File: config.mk
export PLATFORM = sky130hd
export DESIGN_NAME = control_unit_flat
export DESIGN_NICKNAME = d
export VERILOG_FILES = /design/src/rtl/control_pkg.sv /design/src/rtl/control_unit_if.sv /design/src/rtl/control_unit_instr_decode.sv /design/src/rtl/control_unit.sv /design/src/flat_wrapper.sv
export SDC_FILE = /design/constraint.sdc
export NUM_CORES = 1
export LEC_CHECK = 0
export BUFFER_PORTS_ARGS = -buffer_cell sky130_fd_sc_hd__buf_4
export CORE_MARGIN = 1
export CORE_UTILIZATION = 45
export DETAILED_ROUTE_END_ITERATION = 6
export MAX_ROUTING_LAYER = met4
export PLACE_DENSITY = 0.81
export SKIP_CTS_REPAIR_TIMING = 1
export SLEW_MARGIN = 0
export SYNTH_ARGS = -nofsm -noshare
export SYNTH_HDL_FRONTEND = slang
export SYNTH_SLANG_ARGS = --single-unit
File: constraint.sdc
create_clock -name Clock -period 2.18 [get_ports Clock]
set_clock_uncertainty 0.1 [all_clocks]
set_input_delay 0.109 -clock Clock [delete_from_list [all_inputs] [get_ports Clock]]
set_output_delay 0.109 -clock Clock [all_outputs]
set_load 0.02 [all_outputs]
File: src/rtl/control_pkg.sv
// Shared encodings for the hardwired control sequencer: opcodes, ALU
// control codes, FSM state names, instruction classes and the strobe bundle.
package control_pkg;

  // Opcode field IR[31:27]
  localparam logic [4:0] OP_LD   = 5'b00000;
  localparam logic [4:0] OP_LDI  = 5'b00001;
  localparam logic [4:0] OP_ST   = 5'b00010;
  localparam logic [4:0] OP_ADD  = 5'b00011;
  localparam logic [4:0] OP_SUB  = 5'b00100;
  localparam logic [4:0] OP_AND  = 5'b00101;
  localparam logic [4:0] OP_OR   = 5'b00110;
  localparam logic [4:0] OP_ADDI = 5'b01100;
  localparam logic [4:0] OP_BR   = 5'b10010;
  localparam logic [4:0] OP_JR   = 5'b10011;
  localparam logic [4:0] OP_JAL  = 5'b10100;
  localparam logic [4:0] OP_IN   = 5'b10101;
  localparam logic [4:0] OP_OUT  = 5'b10110;
  localparam logic [4:0] OP_MFHI = 5'b10111;
  localparam logic [4:0] OP_MFLO = 5'b11000;
  localparam logic [4:0] OP_NOP  = 5'b11001;
  localparam logic [4:0] OP_HALT = 5'b11010;

  // ALU ctrl codes
  localparam logic [3:0] ALU_ADD = 4'b0000;
  localparam logic [3:0] ALU_SUB = 4'b0001;
  localparam logic [3:0] ALU_AND = 4'b0010;
  localparam logic [3:0] ALU_OR  = 4'b0011;

  // Execute steps are qualified by instruction class so the output decode
  // depends on the state register alone.
  typedef enum logic [4:0] {
    RESET, T0, T1, T2,
    ALU_T3, ALU_T4, ALU_T5,
    IMM_T3, IMM_T4, IMM_T5,
    LD_T3, LD_T4, LD_T5, LD_T6, LD_T7,
    ST_T3, ST_T4, ST_T5, ST_T6, ST_T7,
    JAL_T3, JAL_T4,
    JR_T3,
    BR_T3, BR_T4, BR_T5, BR_T6,
    IN_T3, OUT_T3, MFHI_T3, MFLO_T3,
    HALT
  } state_t;

  // One-hot instruction class
  typedef struct packed {
    logic alu;
    logic imm;
    logic ld;
    logic st;
    logic br;
    logic jal;
    logic jr;
    logic inp;
    logic outp;
    logic mfhi;
    logic mflo;
    logic halt;
    logic nop;
  } instr_class_t;

  // Every datapath control driven by the sequencer (Run excluded)
  typedef struct packed {
    logic       PCout;
    logic       Zlowout;
    logic       Zhighout;
    logic       MDRout;
    logic       HIout;
    logic       LOout;
    logic       InPortout;
    logic       Cout;
    logic       BAout;
    logic       Rout;
    logic       PCin;
    logic       MARin;
    logic       MDRin;
    logic       IRin;
    logic       Yin;
    logic       Zlowin;
    logic       Zhighin;
    logic       HIin;
    logic       LOin;
    logic       Rin;
    logic       Gra;
    logic       Grb;
    logic       Grc;
    logic       IncPC;
    logic       Read;
    logic       wren;
    logic       conInput;
    logic       outPortEnable;
    logic [3:0] ctrl;
  } strobes_t;

  // ALU operation for the register-register class
  function automatic logic [3:0] alu_ctrl_of(input logic [4:0] op);
    case (op)
      OP_SUB:  return ALU_SUB;
      OP_AND:  return ALU_AND;
      OP_OR:   return ALU_OR;
      default: return ALU_ADD;
    endcase
  endfunction

endpackage

File: src/rtl/control_unit_if.sv
// Control bundle between the sequencer and the datapath. There is no
// handshake: every strobe is a level that is valid for the whole clock cycle
// in which the sequencer holds the corresponding state.
interface control_unit_if;
  import control_pkg::*;

  logic [31:0] IR;
  logic        CON;
  logic        Stop;
  logic        Run;
  logic        PCout, Zlowout, Zhighout, MDRout, HIout, LOout, InPortout, Cout, BAout, Rout;
  logic        PCin, MARin, MDRin, IRin, Yin, Zlowin, Zhighin, HIin, LOin, Rin;
  logic        Gra, Grb, Grc;
  logic        IncPC, Read, wren, conInput, outPortEnable;
  logic [3:0]  ctrl;
  state_t      state;   // debug view of the sequencer state

  modport master (
    input  IR, CON, Stop,
    output Run,
    output PCout, Zlowout, Zhighout, MDRout, HIout, LOout, InPortout, Cout, BAout, Rout,
    output PCin, MARin, MDRin, IRin, Yin, Zlowin, Zhighin, HIin, LOin, Rin,
    output Gra, Grb, Grc,
    output IncPC, Read, wren, conInput, outPortEnable,
    output ctrl, state
  );

  modport slave (
    output IR, CON, Stop,
    input  Run,
    input  PCout, Zlowout, Zhighout, MDRout, HIout, LOout, InPortout, Cout, BAout, Rout,
    input  PCin, MARin, MDRin, IRin, Yin, Zlowin, Zhighin, HIin, LOin, Rin,
    input  Gra, Grb, Grc,
    input  IncPC, Read, wren, conInput, outPortEnable,
    input  ctrl, state
  );
endinterface

File: src/rtl/control_unit_instr_decode.sv
// Opcode to one-hot instruction class; undefined opcodes behave as nop.
module instr_decode
  import control_pkg::*;
(
  input  logic [4:0]   opcode_i,
  output instr_class_t cls_o
);

  // Pure combinational class lookup
  always_comb begin
    cls_o = '0;
    case (opcode_i)
      OP_ADD, OP_SUB, OP_AND, OP_OR: cls_o.alu  = 1'b1;
      OP_ADDI, OP_LDI:               cls_o.imm  = 1'b1;
      OP_LD:                         cls_o.ld   = 1'b1;
      OP_ST:                         cls_o.st   = 1'b1;
      OP_BR:                         cls_o.br   = 1'b1;
      OP_JAL:                        cls_o.jal  = 1'b1;
      OP_JR:                         cls_o.jr   = 1'b1;
      OP_IN:                         cls_o.inp  = 1'b1;
      OP_OUT:                        cls_o.outp = 1'b1;
      OP_MFHI:                       cls_o.mfhi = 1'b1;
      OP_MFLO:                       cls_o.mflo = 1'b1;
      OP_HALT:                       cls_o.halt = 1'b1;
      default:                       cls_o.nop  = 1'b1;
    endcase
  end

endmodule

File: src/rtl/control_unit.sv
// Hardwired one-state-per-clock sequencer: shared fetch T0..T2, then a
// class-specific execute sequence, then back to T0 (or HALT on Stop).
module control_unit
  import control_pkg::*;
(
  input  logic           Clock,
  input  logic           Clear,
  control_unit_if.master cu
);

  state_t       state_q, state_d;
  logic [3:0]   alu_op_q, alu_op_d;
  instr_class_t cls;
  strobes_t     s;
  logic         unused_ir;

  assign unused_ir = ^cu.IR[26:0];

  instr_decode u_decode (
    .opcode_i (cu.IR[31:27]),
    .cls_o    (cls)
  );

  // Next state; ALU op is captured when the opcode is decoded in T2
  always_comb begin
    state_d  = state_q;
    alu_op_d = alu_op_q;
    case (state_q)
      RESET: state_d = T0;
      T0:    state_d = T1;
      T1:    state_d = T2;
      T2: begin
        alu_op_d = alu_ctrl_of(cu.IR[31:27]);
        if      (cls.alu)  state_d = ALU_T3;
        else if (cls.imm)  state_d = IMM_T3;
        else if (cls.ld)   state_d = LD_T3;
        else if (cls.st)   state_d = ST_T3;
        else if (cls.br)   state_d = BR_T3;
        else if (cls.jal)  state_d = JAL_T3;
        else if (cls.jr)   state_d = JR_T3;
        else if (cls.inp)  state_d = IN_T3;
        else if (cls.outp) state_d = OUT_T3;
        else if (cls.mfhi) state_d = MFHI_T3;
        else if (cls.mflo) state_d = MFLO_T3;
        else if (cls.halt) state_d = HALT;
        else               state_d = T0;
      end
      ALU_T3: state_d = ALU_T4;
      ALU_T4: state_d = ALU_T5;
      IMM_T3: state_d = IMM_T4;
      IMM_T4: state_d = IMM_T5;
      LD_T3:  state_d = LD_T4;
      LD_T4:  state_d = LD_T5;
      LD_T5:  state_d = LD_T6;
      LD_T6:  state_d = LD_T7;
      ST_T3:  state_d = ST_T4;
      ST_T4:  state_d = ST_T5;
      ST_T5:  state_d = ST_T6;
      ST_T6:  state_d = ST_T7;
      JAL_T3: state_d = JAL_T4;
      BR_T3:  state_d = BR_T4;
      BR_T4:  state_d = BR_T5;
      BR_T5:  state_d = BR_T6;
      ALU_T5, IMM_T5, LD_T7, ST_T7, JAL_T4, JR_T3, BR_T6,
      IN_T3, OUT_T3, MFHI_T3, MFLO_T3:
        state_d = cu.Stop ? HALT : T0;
      HALT:    state_d = HALT;
      default: state_d = RESET;
    endcase
  end

  // State register, cleared asynchronously by Clear
  always_ff @(posedge Clock or negedge Clear) begin
    if (!Clear) begin
      state_q  <= RESET;
      alu_op_q <= ALU_ADD;
    end else begin
      state_q  <= state_d;
      alu_op_q <= alu_op_d;
    end
  end

  // Moore output decode; CON gates PCin only in the br T6 step
  always_comb begin
    s = '0;
    case (state_q)
      T0:     begin s.PCout = 1'b1; s.MARin = 1'b1; s.IncPC = 1'b1; s.Zlowin = 1'b1; end
      T1:     begin s.Zlowout = 1'b1; s.PCin = 1'b1; s.Read = 1'b1; s.MDRin = 1'b1; end
      T2:     begin s.MDRout = 1'b1; s.IRin = 1'b1; end
      ALU_T3: begin s.Grb = 1'b1; s.Rout = 1'b1; s.Yin = 1'b1; end
      ALU_T4: begin s.Grc = 1'b1; s.Rout = 1'b1; s.ctrl = alu_op_q; s.Zlowin = 1'b1; end
      IMM_T3, LD_T3, ST_T3:
              begin s.Grb = 1'b1; s.BAout = 1'b1; s.Yin = 1'b1; end
      IMM_T4, LD_T4, ST_T4:
              begin s.Cout = 1'b1; s.ctrl = ALU_ADD; s.Zlowin = 1'b1; end
      ALU_T5, IMM_T5:
              begin s.Zlowout = 1'b1; s.Gra = 1'b1; s.Rin = 1'b1; end
      LD_T5, ST_T5:
              begin s.Zlowout = 1'b1; s.MARin = 1'b1; end
      LD_T6:  begin s.Read = 1'b1; s.MDRin = 1'b1; end
      LD_T7:  begin s.MDRout = 1'b1; s.Gra = 1'b1; s.Rin = 1'b1; end
      ST_T6:  begin s.Gra = 1'b1; s.Rout = 1'b1; s.MDRin = 1'b1; end
      ST_T7:  begin s.wren = 1'b1; end
      JAL_T3: begin s.PCout = 1'b1; s.Grb = 1'b1; s.Rin = 1'b1; end
      JAL_T4, JR_T3:
              begin s.Gra = 1'b1; s.Rout = 1'b1; s.PCin = 1'b1; end
      BR_T3:  begin s.Gra = 1'b1; s.Rout = 1'b1; s.conInput = 1'b1; end
      BR_T4:  begin s.PCout = 1'b1; s.Yin = 1'b1; end
      BR_T5:  begin s.Cout = 1'b1; s.ctrl = ALU_ADD; s.Zlowin = 1'b1; end
      BR_T6:  begin s.Zlowout = 1'b1; s.PCin = cu.CON; end
      IN_T3:  begin s.InPortout = 1'b1; s.Gra = 1'b1; s.Rin = 1'b1; end
      OUT_T3: begin s.Gra = 1'b1; s.Rout = 1'b1; s.outPortEnable = 1'b1; end
      MFHI_T3: begin s.HIout = 1'b1; s.Gra = 1'b1; s.Rin = 1'b1; end
      MFLO_T3: begin s.LOout = 1'b1; s.Gra = 1'b1; s.Rin = 1'b1; end
      default: s = '0;
    endcase
  end

  assign cu.Run           = (state_q != RESET) && (state_q != HALT);
  assign cu.state         = state_q;
  assign cu.PCout         = s.PCout;
  assign cu.Zlowout       = s.Zlowout;
  assign cu.Zhighout      = s.Zhighout;
  assign cu.MDRout        = s.MDRout;
  assign cu.HIout         = s.HIout;
  assign cu.LOout         = s.LOout;
  assign cu.InPortout     = s.InPortout;
  assign cu.Cout          = s.Cout;
  assign cu.BAout         = s.BAout;
  assign cu.Rout          = s.Rout;
  assign cu.PCin          = s.PCin;
  assign cu.MARin         = s.MARin;
  assign cu.MDRin         = s.MDRin;
  assign cu.IRin          = s.IRin;
  assign cu.Yin           = s.Yin;
  assign cu.Zlowin        = s.Zlowin;
  assign cu.Zhighin       = s.Zhighin;
  assign cu.HIin          = s.HIin;
  assign cu.LOin          = s.LOin;
  assign cu.Rin           = s.Rin;
  assign cu.Gra           = s.Gra;
  assign cu.Grb           = s.Grb;
  assign cu.Grc           = s.Grc;
  assign cu.IncPC         = s.IncPC;
  assign cu.Read          = s.Read;
  assign cu.wren          = s.wren;
  assign cu.conInput      = s.conInput;
  assign cu.outPortEnable = s.outPortEnable;
  assign cu.ctrl          = s.ctrl;

endmodule

File: src/flat_wrapper.sv
// flat-port wrapper written by rule: the top's interface ports become plain ports
module control_unit_flat import control_pkg::*;
  (Clock, Clear, cu_IR, cu_CON, cu_Stop, cu_Run, cu_PCout, cu_Zlowout, cu_Zhighout, cu_MDRout, cu_HIout, cu_LOout, cu_InPortout, cu_Cout, cu_BAout, cu_Rout, cu_PCin, cu_MARin, cu_MDRin, cu_IRin, cu_Yin, cu_Zlowin, cu_Zhighin, cu_HIin, cu_LOin, cu_Rin, cu_Gra, cu_Grb, cu_Grc, cu_IncPC, cu_Read, cu_wren, cu_conInput, cu_outPortEnable, cu_ctrl, cu_state);
  control_unit_if cu_i ();
  input  logic Clock;
  input  logic Clear;
  input wire logic [$bits(cu_i.IR)-1:0] cu_IR;
  input wire logic [$bits(cu_i.CON)-1:0] cu_CON;
  input wire logic [$bits(cu_i.Stop)-1:0] cu_Stop;
  output wire logic [$bits(cu_i.Run)-1:0] cu_Run;
  output wire logic [$bits(cu_i.PCout)-1:0] cu_PCout;
  output wire logic [$bits(cu_i.Zlowout)-1:0] cu_Zlowout;
  output wire logic [$bits(cu_i.Zhighout)-1:0] cu_Zhighout;
  output wire logic [$bits(cu_i.MDRout)-1:0] cu_MDRout;
  output wire logic [$bits(cu_i.HIout)-1:0] cu_HIout;
  output wire logic [$bits(cu_i.LOout)-1:0] cu_LOout;
  output wire logic [$bits(cu_i.InPortout)-1:0] cu_InPortout;
  output wire logic [$bits(cu_i.Cout)-1:0] cu_Cout;
  output wire logic [$bits(cu_i.BAout)-1:0] cu_BAout;
  output wire logic [$bits(cu_i.Rout)-1:0] cu_Rout;
  output wire logic [$bits(cu_i.PCin)-1:0] cu_PCin;
  output wire logic [$bits(cu_i.MARin)-1:0] cu_MARin;
  output wire logic [$bits(cu_i.MDRin)-1:0] cu_MDRin;
  output wire logic [$bits(cu_i.IRin)-1:0] cu_IRin;
  output wire logic [$bits(cu_i.Yin)-1:0] cu_Yin;
  output wire logic [$bits(cu_i.Zlowin)-1:0] cu_Zlowin;
  output wire logic [$bits(cu_i.Zhighin)-1:0] cu_Zhighin;
  output wire logic [$bits(cu_i.HIin)-1:0] cu_HIin;
  output wire logic [$bits(cu_i.LOin)-1:0] cu_LOin;
  output wire logic [$bits(cu_i.Rin)-1:0] cu_Rin;
  output wire logic [$bits(cu_i.Gra)-1:0] cu_Gra;
  output wire logic [$bits(cu_i.Grb)-1:0] cu_Grb;
  output wire logic [$bits(cu_i.Grc)-1:0] cu_Grc;
  output wire logic [$bits(cu_i.IncPC)-1:0] cu_IncPC;
  output wire logic [$bits(cu_i.Read)-1:0] cu_Read;
  output wire logic [$bits(cu_i.wren)-1:0] cu_wren;
  output wire logic [$bits(cu_i.conInput)-1:0] cu_conInput;
  output wire logic [$bits(cu_i.outPortEnable)-1:0] cu_outPortEnable;
  output wire logic [$bits(cu_i.ctrl)-1:0] cu_ctrl;
  output wire logic [$bits(cu_i.state)-1:0] cu_state;
  assign cu_i.IR = cu_IR;
  assign cu_i.CON = cu_CON;
  assign cu_i.Stop = cu_Stop;
  assign cu_Run = cu_i.Run;
  assign cu_PCout = cu_i.PCout;
  assign cu_Zlowout = cu_i.Zlowout;
  assign cu_Zhighout = cu_i.Zhighout;
  assign cu_MDRout = cu_i.MDRout;
  assign cu_HIout = cu_i.HIout;
  assign cu_LOout = cu_i.LOout;
  assign cu_InPortout = cu_i.InPortout;
  assign cu_Cout = cu_i.Cout;
  assign cu_BAout = cu_i.BAout;
  assign cu_Rout = cu_i.Rout;
  assign cu_PCin = cu_i.PCin;
  assign cu_MARin = cu_i.MARin;
  assign cu_MDRin = cu_i.MDRin;
  assign cu_IRin = cu_i.IRin;
  assign cu_Yin = cu_i.Yin;
  assign cu_Zlowin = cu_i.Zlowin;
  assign cu_Zhighin = cu_i.Zhighin;
  assign cu_HIin = cu_i.HIin;
  assign cu_LOin = cu_i.LOin;
  assign cu_Rin = cu_i.Rin;
  assign cu_Gra = cu_i.Gra;
  assign cu_Grb = cu_i.Grb;
  assign cu_Grc = cu_i.Grc;
  assign cu_IncPC = cu_i.IncPC;
  assign cu_Read = cu_i.Read;
  assign cu_wren = cu_i.wren;
  assign cu_conInput = cu_i.conInput;
  assign cu_outPortEnable = cu_i.outPortEnable;
  assign cu_ctrl = cu_i.ctrl;
  assign cu_state = cu_i.state;
  control_unit u_core (.Clock(Clock), .Clear(Clear), .cu(cu_i));
endmodule
# ---- After elaboration in Yosys (flattened, before gate mapping)
# Cells that the tools add are included.
dict set report classes {
  shift 0
  n_addsub 0
  eq_ne 47
  bitwise_logic 0
  mux 52
  div_mod_pow 0
  reduce_logical 22
  multipliers 0
  magnitude_cmp 0
}
# operator n
set ops {}
lappend ops {{$eq 5x5->1 const B} 24}
lappend ops {{$pmux 5 s22} 1}
lappend ops {{$mux 5} 13}
lappend ops {{$eq 5x4->1 const B} 9}
lappend ops {{$eq 5x3->1 const B} 7}
lappend ops {{$mux 1} 35}
lappend ops {{$reduce_or 11->1} 2}
lappend ops {{$eq 5x2->1 const B} 4}
lappend ops {{$reduce_or 3->1} 5}
lappend ops {{$reduce_or 7->1} 2}
lappend ops {{$reduce_or 6->1} 2}
lappend ops {{$eq 5x1->1 const B} 2}
lappend ops {{$logic_not 5->1} 2}
lappend ops {{$reduce_or 5->1} 2}
lappend ops {{$reduce_or 4->1} 2}
lappend ops {{$pmux 2 s3} 1}
lappend ops {{$reduce_or 2->1} 3}
lappend ops {{$ne 5x5->1 const B} 1}
lappend ops {{$reduce_bool 5->1} 1}
lappend ops {{$mux 4} 1}
lappend ops {{$pmux 1 s2} 1}
lappend ops {{$logic_and 1x1->1} 1}
dict set report totals {
  output_inout_bits 38
  register_bits 9
  input_bits 36
  latch_bits 0
  ramBits 0
  n_memories 0
  elab_cells 123
  rom_bits 0
}

# ---- Longest topological paths before layout
dict set report logic_depth {
  depth_word 15
  mapped_depth 7
  mapped_depth_nobuf 5
}

# ---- By module
# A second synthesis with hierarchy kept.
dict set report unflattened {
  cells_unflattened 231
  area_unflattened_um2 1446.4
}
# module seq_area_each_um2 cells_per_inst area_per_inst_um2 n_inst
set by_module_without_submodules {}
lappend by_module_without_submodules {control_unit 175.2 197 1234.9 1}
lappend by_module_without_submodules {instr_decode 0.0 34 211.5 1}

# ---- Least setup slack after synthesis
# No wires, ideal clock.
dict set report synth_path {
  kind {register to output}
  from {register u_core.state_q[1], in the netlist u_core.cu.state[1]}
  to {output port cu_Zlowout}
  arrival_ns 1.902
  stages_incl_launch_ff 5
  path_buffers 2
  path_slack_ns 0.069
  required_ns 1.971
  path_cell_list {dfrtp_1 buf_2 buf_1 mux2_2 o32ai_1}
}
dict set report synth_via {
  elab_chain_cells 3
  elab_cells_between_ends 8
  cone_classes {eq/ne: 6; mux: 1; reduce/logical: 1}
}
# element line
set synth_rtl {}
lappend synth_rtl {{from (decl)} control_unit.sv:11} ;# state_t state_q, state_d;
lappend synth_rtl {{from (signal assigned)} control_unit.sv:78} ;# state_q <= state_d;
lappend synth_rtl {{$eq 5x4->1 (tied with other cells)} control_unit.sv:86} ;# case (state_q)
lappend synth_rtl {{$reduce_or 6->1 (no line) *} --}
lappend synth_rtl {{$mux 1 *} control_unit.sv:86}
lappend synth_rtl {{to (decl)} flat_wrapper.sv:12} ;# output wire logic [$bits(cu_i.Zlowout)-1:0] cu_Zlowout;
# Every way passes the cells marked *; elsewhere a longest branch is shown, timed or not.

# ---- Final worst setup path
dict set report layout_path {
  from {register u_core.state_q[3], in the netlist u_core.cu.state[3]}
  to {output port cu_Gra}
}
dict set report layout_via {
  elab_chain_cells 3
  elab_cells_between_ends 13
  cone_classes {eq/ne: 11; mux: 1; reduce/logical: 1}
}
# element line
set layout_rtl {}
lappend layout_rtl {{$eq 5x5->1 (tied with other cells)} control_unit.sv:86}
lappend layout_rtl {{$reduce_or 11->1 (no line) *} --}
lappend layout_rtl {{$mux 1 *} control_unit.sv:86}
lappend layout_rtl {{to (decl)} flat_wrapper.sv:31} ;# output wire logic [$bits(cu_i.Gra)-1:0] cu_Gra;
# Marked as above.

==> metrics <==
synthesized area=1310 sq um; CP top delay family=flip-flops; #FFs+latches synth=7; Initial Utilization=47.4%; grt peak-use layer=met2; Avg Inst Size Synth=6.57 sq um; Ys Warns=0; first-pass GRT wire length=5.83 mm; highest cell delay on the worst timing path=0.45 ns; top cell type by total area after synthesis=dfrtp_1; Die W=55.9 microns; Sw Share=54.1%; # DRC=0; Reg-to-Reg Start=u_core.cu.state[2]$_DFF_PN0_; # Max-Cap Violations=0; Period minus WS final=2.04 ns; RSZ-0062 raised after global routing=no; R2R depth=4; Post-synth top cells=26 x nor2_1, 19 x nand2_1, 10 x a21oi_1, 10 x nand2b_1, 10 x nor2b_1; Flop pwr share=13.2%; largest net degree at the start of global routing=20; Core Area=2760 sq um; status=finished clean; Die ar.=3130 sq um; sw power=0.00143 W; First-pass DRT Iterations=5; Setup CP Type=flip-flop to output pin; count of flip-flops with a built-in enable after synthesis=0; Distinct cells, synth=52; Synth area leaders=dfrtp_1 13%, nor2_1 7.5%, nand2_1 5.5%; vias in the first global route=1322; Detail Route Antenna Nets=0; Leak=0.758 nW; Root Driver=clkbuf_4; total gr overflow=0; Gate Count Post-Synth=199; Stages on worst setup path=5; ant diodes=0; CP max-delay cell=dfrtp_1; internal power=0.00122 W; CP startpoint=u_core.cu.state[3]$_DFF_PN0_; RR Endpoint=u_core.alu_op_q[0]$_DFFE_PN0P_; hpwl dp=2.68 mm; Avg Vias per Cell=5.98; CTS tree=built; FILL cells=258; Pwr Density=1580 nW/um^2; most common cell in the netlist=nor2_1; Worst R2R Setup Slack=0.35 ns; Max Fanout on Critical Path=19; crit-path most repeated cell=buf_4; Nets=272; Peak VDD IR=0.00130 V; Worst Setup EP=cu_Gra; Max Fclk=491 MHz; ys flop type=dfrtp_1; Logic pwr share=82.2%; deepest clock path buffer count=2; setup TNS=0 ns; met3 Use GR=3.72%; All-Layer GR Usage=23.5%; CP startpoint kind=flip-flop; drt wl/cell=13.5 microns; utilization after layout=60.9%; initial antenna violation count=0; number of clock sinks=7; Cell Chain, Critical Path=buf_4 > nor4bb_1 > a311oi_1 > a31oi_1 > buf_4; Max H-tree Level=1; TritonCTS Buffers=3; CP required=1.97 ns; io pins=74; Worst Path Buf+Inv=2; clock transition at the registers of the reported paths=0.06 ns; die height=55.9 microns; Clock power frac=4.6%; Tcrit/Tclk final=93.5%; Arrival @ worst endpoint=1.83 ns; Area growth syn-to-layout=28.5%; 1st-iter DRT viols=92; grt met2 use=34.8%; Min-Delay Path Class=input pin to asynchronous set/reset pin; FP Rows=19; ys async rst share=100%; Fin. Hold Viols=0; Slew Viols, Final=0; top-area cell type share of the netlist area=13.4%; Setup crit end kind=output pin; final WL=3.59 mm; via count=1592; Port-buffer cells=40; layout cells sized above 1=28.5%; routability-driven placement congestion ratio=0.850; met1 Use GR=32.3%; # setup viols final=0; sequential area share after synthesis=13.4%; Clock Latency Late Sink=0.26 ns
[layout by cell type, fill, tap and decap left out, types with 2 or more instances in the layout]
cell type       n
or3_1           3
conb_1          6
xnor2_1         4
nand2_1        19
o22a_1          3
o311a_1         2
o32a_1          2
a31oi_1         3
buf_4          52
o22ai_1         5
nor2b_1        10
dlygate4sd3_1   2
mux2i_1         2
o2bb2ai_1       3
o211ai_1        3
inv_1           5
o21a_1          2
a21oi_1        10
nand3_1         2
nand2b_1       10
clkbuf_4        3
or2_2           3
dfrtp_1         5
and2_1          3
o32ai_1         3
a22oi_1         3
o31ai_1         3
o221ai_1        2
nor2_1         26
nand3b_1        3
o21ai_0         8
dfrtp_2         2
[worst register-to-register path, stage by stage, from the launching register on]
cell and delay, ns:
dfrtp_2 0.48, or3b_1 0.41, or2_1 0.34, and2_0 0.20, a31o_1 0.19
[how the worst min path moves through the flow]
stage,startpoint,to,cells after the start
6_report,Clear,u_core.alu_op_q[1]$_DFFE_PN0P_,2
2_1_floorplan,Clear,u_core.alu_op_q[0]$_DFFE_PN0P_,0
5_1_grt,Clear,u_core.alu_op_q[1]$_DFFE_PN0P_,2
3_3_place_gp,Clear,u_core.cu.state[1]$_DFF_PN0_,1
3_5_place_dp,Clear,u_core.cu.state[1]$_DFF_PN0_,1
4_1_cts,Clear,u_core.alu_op_q[1]$_DFFE_PN0P_,1
[power groups by stage]
stage | Sequential [W] | Clock (W) | Combinational, W
after floorplan | 0.000292 | 0 | 0.00149
after global placement | 0.000337 | 0 | 0.00211
after detailed placement | 0.000338 | 0 | 0.00214
after CTS | 0.000336 | 0.000125 | 0.00214
after global routing | 0.000363 | 0.000130 | 0.00236
final | 0.000349 | 0.000123 | 0.00218
[final cells by class]
type	count	area, sq um	area share [%]
Multi-Input combinational cell	163	992	59.0
Timing Repair Buffer	55	422	25.1
Sequential cell	7	178	10.6
Tap cell	31	38.8	2.31
Clock buffer	3	22.5	1.34
Inverter	6	22.5	1.34
Clock inverter	1	5.00	0.298
[metal layers]
metal	vias to the layer above	wire length, microns
li1	776	-
met1	724	1550
met2	84	1710
met3	8	270
met4	0	57
met5	-	0
[logic make-up (layout without fill, tap and decap cells)]
logic type             after synthesis  after routing  share of synthesized area, %
AND/OR/NAND/NOR                     86             86                          33.4
AO/OA/AOI/OAI                       63             63                          35.0
buffers and inverters               34             65                          12.2
flip-flops                           7              7                          13.4
XOR/XNOR                             5              5                          3.35
multiplexers                         3              3                          2.39
other                                1              6                         0.287
[registers in the layout (all words and copies together) (netlist names)]
register / flops
u_core.cu.state: 5
u_core.alu_op_q: 2
[metrics by stage]
| stage | cell area, sq um | hold slack, ns | power [W] | cells | worst slack (ns) |
|---|---|---|---|---|---|
| after floorplan | 1330 | -0.287 | 0.00178 | 204 | 0.0691 |
| after global placement | 1630 | -0.174 | 0.00245 | 260 | 0.338 |
| after detailed placement | 1630 | -0.174 | 0.00248 | 260 | 0.325 |
| after CTS | 1650 | -0.458 | 0.00261 | 264 | 0.0408 |
| after global routing | 1680 | 0.101 | 0.00285 | 266 | 0.0361 |
| final | 1680 | 0.0890 | 0.00265 | 266 | 0.142 |
No activity file was read; power rests on OpenSTA's default activity.
